## config.mk

```make
export PLATFORM = sky130hd
export DESIGN_NAME = hazard_scoreboard
export DESIGN_NICKNAME = d
export VERILOG_FILES = /design/src/rtl/hazard_scoreboard.sv
export SDC_FILE = /design/constraint.sdc
export NUM_CORES = 1
export LEC_CHECK = 0
export CORE_MARGIN = 2
export CORE_UTILIZATION = 45
export CTS_CLUSTER_SIZE = 25
export DETAILED_ROUTE_END_ITERATION = 8
export PLACE_DENSITY = 0.74
export SETUP_SLACK_MARGIN = 0.3
export SKIP_LAST_GASP = 1
export SYNTH_ARGS = -nofsm -noshare
export SYNTH_HDL_FRONTEND = slang
export SYNTH_SLANG_ARGS = --single-unit
```

## constraint.sdc

```tcl
create_clock -name clk -period 18.2 [get_ports clk]
set_input_delay 4.55 -clock clk [delete_from_list [all_inputs] [get_ports clk]]
set_output_delay 4.55 -clock clk [all_outputs]
set_load 0.02 [all_outputs]
```

## src/rtl/hazard_scoreboard.sv

```systemverilog
// D-stage stall controller: per-register Tnew countdown scoreboard,
// MDU busy counter and a saturating stall-cycle counter.
//
// Ports:
//   clk, reset_n          clock, async active-low reset
//   id_valid, flush       D holds an instruction / kill it this cycle
//   id_rs/rt, id_use_*,   source registers, read enables and Tuse
//   id_tuse_*
//   id_wr, id_wa, id_tnew destination write and its Tnew
//   id_md_start/div/use   MDU start, div select, any HI/LO access
//   stall                 freeze PC/IF-ID, bubble ID-EX (combinational)
//   md_busy               MDU counter nonzero
//   stall_cnt             saturating count of stalled cycles
module hazard_scoreboard #(
    parameter int NREG     = 32,
    parameter int AW       = 5,
    parameter int TW       = 2,
    parameter int MULT_LAT = 5,
    parameter int DIV_LAT  = 10,
    parameter int SCW      = 32
) (
    input  logic           clk,
    input  logic           reset_n,
    input  logic           id_valid,
    input  logic [AW-1:0]  id_rs,
    input  logic [AW-1:0]  id_rt,
    input  logic           id_use_rs,
    input  logic           id_use_rt,
    input  logic [TW-1:0]  id_tuse_rs,
    input  logic [TW-1:0]  id_tuse_rt,
    input  logic           id_wr,
    input  logic [AW-1:0]  id_wa,
    input  logic [TW-1:0]  id_tnew,
    input  logic           id_md_start,
    input  logic           id_md_div,
    input  logic           id_md_use,
    input  logic           flush,
    output logic           stall,
    output logic           md_busy,
    output logic [SCW-1:0] stall_cnt
);

    localparam int MAXL = (MULT_LAT > DIV_LAT) ? MULT_LAT : DIV_LAT;
    localparam int MW   = $clog2(MAXL + 1);

    logic [TW-1:0] cnt [NREG];
    logic [MW-1:0] md_cnt;

    logic hz_rs;
    logic hz_rt;
    logic hz_md;
    logic issue;
    logic wr_en;

    // Compares use the pre-update counts, so an instruction that reads
    // and writes the same register sees the old pending value.
    always_comb begin
        hz_rs = id_use_rs && (id_rs != '0) && (cnt[id_rs] > id_tuse_rs);
        hz_rt = id_use_rt && (id_rt != '0) && (cnt[id_rt] > id_tuse_rt);
        hz_md = id_md_use && md_busy;
    end

    assign md_busy = (md_cnt != '0);
    assign stall   = id_valid && !flush && (hz_rs || hz_rt || hz_md);
    assign issue   = id_valid && !flush && !stall;
    assign wr_en   = issue && id_wr && (id_wa != '0);

    // A new write overwrites any pending count for its register.
    always_ff @(posedge clk or negedge reset_n) begin
        if (!reset_n) begin
            for (int r = 0; r < NREG; r++) begin
                cnt[r] <= '0;
            end
        end else begin
            for (int r = 0; r < NREG; r++) begin
                if (wr_en && (id_wa == AW'(r))) begin
                    cnt[r] <= id_tnew;
                end else if (cnt[r] != '0) begin
                    cnt[r] <= cnt[r] - 1'b1;
                end
            end
        end
    end

    // A start while busy is stalled by hz_md, so it never restarts
    // a running operation.
    always_ff @(posedge clk or negedge reset_n) begin
        if (!reset_n) begin
            md_cnt <= '0;
        end else if (issue && id_md_start) begin
            md_cnt <= id_md_div ? MW'(DIV_LAT) : MW'(MULT_LAT);
        end else if (md_busy) begin
            md_cnt <= md_cnt - 1'b1;
        end
    end

    always_ff @(posedge clk or negedge reset_n) begin
        if (!reset_n) begin
            stall_cnt <= '0;
        end else if (stall && (stall_cnt != '1)) begin
            stall_cnt <= stall_cnt + 1'b1;
        end
    end

endmodule

```

==> impl_metrics.py <==
metrics = {
    "global_routing": {
        "grt-busiest-layer": "met2",
        "grt_pass1_wl_um": 28400,
        "first_global_vias": 5666,
        "met2_usage_pct": 36.1,
        "grtUsageMet3_pct": 3.10,
        "met1_usage_pct": 28.6,
        "antenna_found_initial": 0,
        "grtUsageTotal_pct": 21.7,
        "grt_start_max_net_pins": 55,
        "grt_overflow": 0,
    },
    "job": {
        "drv_cap": 0,
    },
    "worst_setup_path": {
        "crit_required_ns": 13.65,
        "worstPathMaxFanout": 31,
        "r2r_start": "cnt[1]",
        "worstSetupStartpointType": "primary input",
        "ff2ff_setup_slack_ns": 14.34,
        "cp.arrival_ns": 9.10,
        "r2r-end": "cnt[31]",
        "worstSetupEndpointType": "output pin",
        "rr_worst_depth": 9,
        "crit_type": "primary input to output pin",
    },
    "final_layout": {
        "ff_latch_area_um2": 2500,
        "nets": 755,
        "drive_gt1_share_pct": 20.5,
        "final_cell_mix": "dfrtp_1 (100), inv_1 (68), clkdlybuf4s50_1 (63), mux2_2 (55), xnor2_1 (51)",
        "syn_to_final_growth_pct": 14.8,
        "multi_input_area_um2": 4170,
        "antennaDiodeCount": 0,
        "final_common_cell": "dfrtp_1",
        "final_cell_count_no_fill": 900,
        "n_fill_cell": 1303,
    },
    "floorplan": {
        "start_util_pct": 46.4,
        "die_h_um": 130,
        "rows": 45,
        "die-area_um2": 16800,
        "die_w_um": 130,
        "io_pins": 65,
        "core_um2": 15300,
    },
    "clock_network": {
        "cts_tree": "built",
        "cts_resized": 0,
        "cts_inserted_buffers": 9,
        "cts.sinks": 100,
        "root_buffer": "clkbuf_16",
        "post_cts_buffers": 0,
        "clockBufferDepth": 2,
        "clk_pin_slew_ns": 0.06,
        "cts_hold_buf": 0,
        "cts.htree.levels": 3,
        "clk_latency_ns": 0.35,
    },
    "power": {
        "combPwrFrac_pct": 50.6,
        "irDropWorstVdd_mv": 0.0613,
        "p_leak_nw": 3.42,
        "seq_power_share_pct": 34.2,
        "total_power_mw": 1.23,
        "switching_power_uw": 448,
        "clock_power_share_pct": 15.3,
        "power.internal_uw": 779,
        "swShare_pct": 36.5,
        "powerDensity_nw_per_um2": 150,
    },
    "placement": {
        "dp_slack_ns": 4.51,
        "place_inst": 885,
        "port-buffer-count": 64,
        "hpwl_um": 12800,
        "place.gp.congestion": 0.909,
    },
    "sta": {
        "fmax_mhz": 73.3,
        "worst_slew_pin_slew_ns": 1.04,
        "finalHoldViolations": 0,
        "slew-limit-headroom_pct": 30.0,
        "slew_viol_final": 0,
        "finalWorstSetupSlack_ns": 4.55,
        "setup_viol": 0,
        "fin_skew_ns": 0.00714,
        "finalCritPeriodShare_pct": 75.0,
        "hold_slack_ns": 0.491,
        "tns_ns": 0,
        "rsz0062_at_grt": "no",
        "fin_crit_ns": 13.65,
    },
    "logic_synthesis": {
        "syn_inst": 645,
        "synth_edf_count": 0,
        "async_reset_ff_share_pct": 100,
        "synth_top_area_share_pct": 35.2,
        "syn_nets": 715,
        "synth-main-ff-cell": "dfrtp_1",
        "synth_area_leaders": "dfrtp_1 (35%), mux4_2 (13%), mux2_2 (8.7%)",
        "synth_top_area_cell": "dfrtp_1",
        "ys_ff_latch": 100,
        "yosys_warnings": 0,
        "yosys.cell_types.count": 46,
        "yosysSeqAreaShare_pct": 35.2,
        "avgSynthCellArea_um2": 11.0,
        "synth_area_um2": 7100,
    },
    "route": {
        "wl_per_cell_um": 19.2,
        "drt-initial-drc-count": 505,
        "ant_nets": 0,
        "dr.pass1.iters": 5,
        "viasPerCell": 5.91,
        "route.detailed.drc": 0,
        "vias": 5319,
        "drt_wl_total_um": 17300,
    },
    "hold_path": {
        "min_from": "stall_cnt[8]",
        "min_to": "stall_cnt[8]",
        "holdPathStages": 1,
        "hp-class": "flop to flop",
    },
    "outcome": {
        "status": "completed",
    },
}
==> kinds of logic after synthesis <==
logic type      share of synthesized area (%)
simple gates                             14.6
flops                                    35.2
mux                                      27.4
fa+ha+maj                                6.87
xor+xnor                                 7.77
buf+inv                                  6.15
compound gates                           2.08
==> metal layers <==
layer | share of wire, % | routed length [µm] | vias up
met5 | 0 | 0 | -
met4 | 2.7 | 466 | 0
met3 | 6.2 | 1070 | 39
met2 | 50 | 8590 | 204
met1 | 41 | 7160 | 2663
li1 | - | - | 2413
==> worst max-delay path, stage by stage <==
cell and delay (ns):
clkdlybuf4s50_1 1.15, mux4_2 0.60, mux4_2 0.49, mux2_2 0.28
ha_1 0.29, nor2b_1 0.14, o211ai_1 0.23, o221a_2 0.68
nor2_1 0.11, clkdlybuf4s50_1 0.57
==> final cells by class <==
cell class | instances | share of cell area, %
multi-input cells | 437 | 51.1
flip-flops and latches | 100 | 30.7
repair buffers | 69 | 8.29
clock buffers | 13 | 3.31
well taps | 211 | 3.24
inverters | 68 | 3.13
clock inverters | 2 | 0.215
==> synthesized netlist by cell type (2+ instances only) <==
library cell	number
xnor2_1	51
nand3_1	21
buf_6	2
nor4b_1	2
mux2_1	2
nand2b_1	4
and3_1	7
or4_4	5
and2_1	5
nor3_1	18
nand2_1	27
mux2i_1	25
mux4_2	40
o21ai_0	10
nand3b_1	3
buf_4	2
buf_1	4
a21oi_1	3
o211ai_1	2
inv_1	68
nor4_1	12
nor2b_1	3
nor2_1	19
nand4_1	34
mux2_4	10
xor2_1	12
and4_1	6
ha_1	39
or3b_2	3
nor2_2	2
or4_1	5
mux2_2	55
clkbuf_1	25
or2_2	2
buf_2	7
dfrtp_1	100
==> sequential cells by signal, summed over array words and instances, names as in the netlist <==
register   flops
cnt           64
stall_cnt     32
md_cnt         4
==> stage by stage <==
step | cell area (µm²) | utilization, %
2_1_floorplan | 7100 | -
3_3_place_gp | 7870 | 51.4
3_5_place_dp | 7870 | 51.4
4_1_cts | 8150 | 53.2
5_1_grt | 8150 | 53.2
6_report | 8150 | 53.2
==> power groups by stage <==
stage	registers, mW	logic, mW	clock network [mW]
2_1_floorplan	0.381	0.500	0
3_3_place_gp	0.416	0.565	0
3_5_place_dp	0.420	0.620	0
4_1_cts	0.416	0.625	0.192
5_1_grt	0.427	0.685	0.200
6_report	0.419	0.620	0.188
==> how the worst max path moves through the flow <==
stage	start	to	cells past startpoint
6_report	id_rt[0]	stall	10
5_1_grt	id_rt[0]	stall	10
4_1_cts	id_rt[0]	stall	10
3_5_place_dp	id_rt[0]	stall	10
3_3_place_gp	id_rs[0]	stall	10
2_1_floorplan	id_rs[0]	stall	12
No activity file was read; power rests on OpenSTA's default activity.
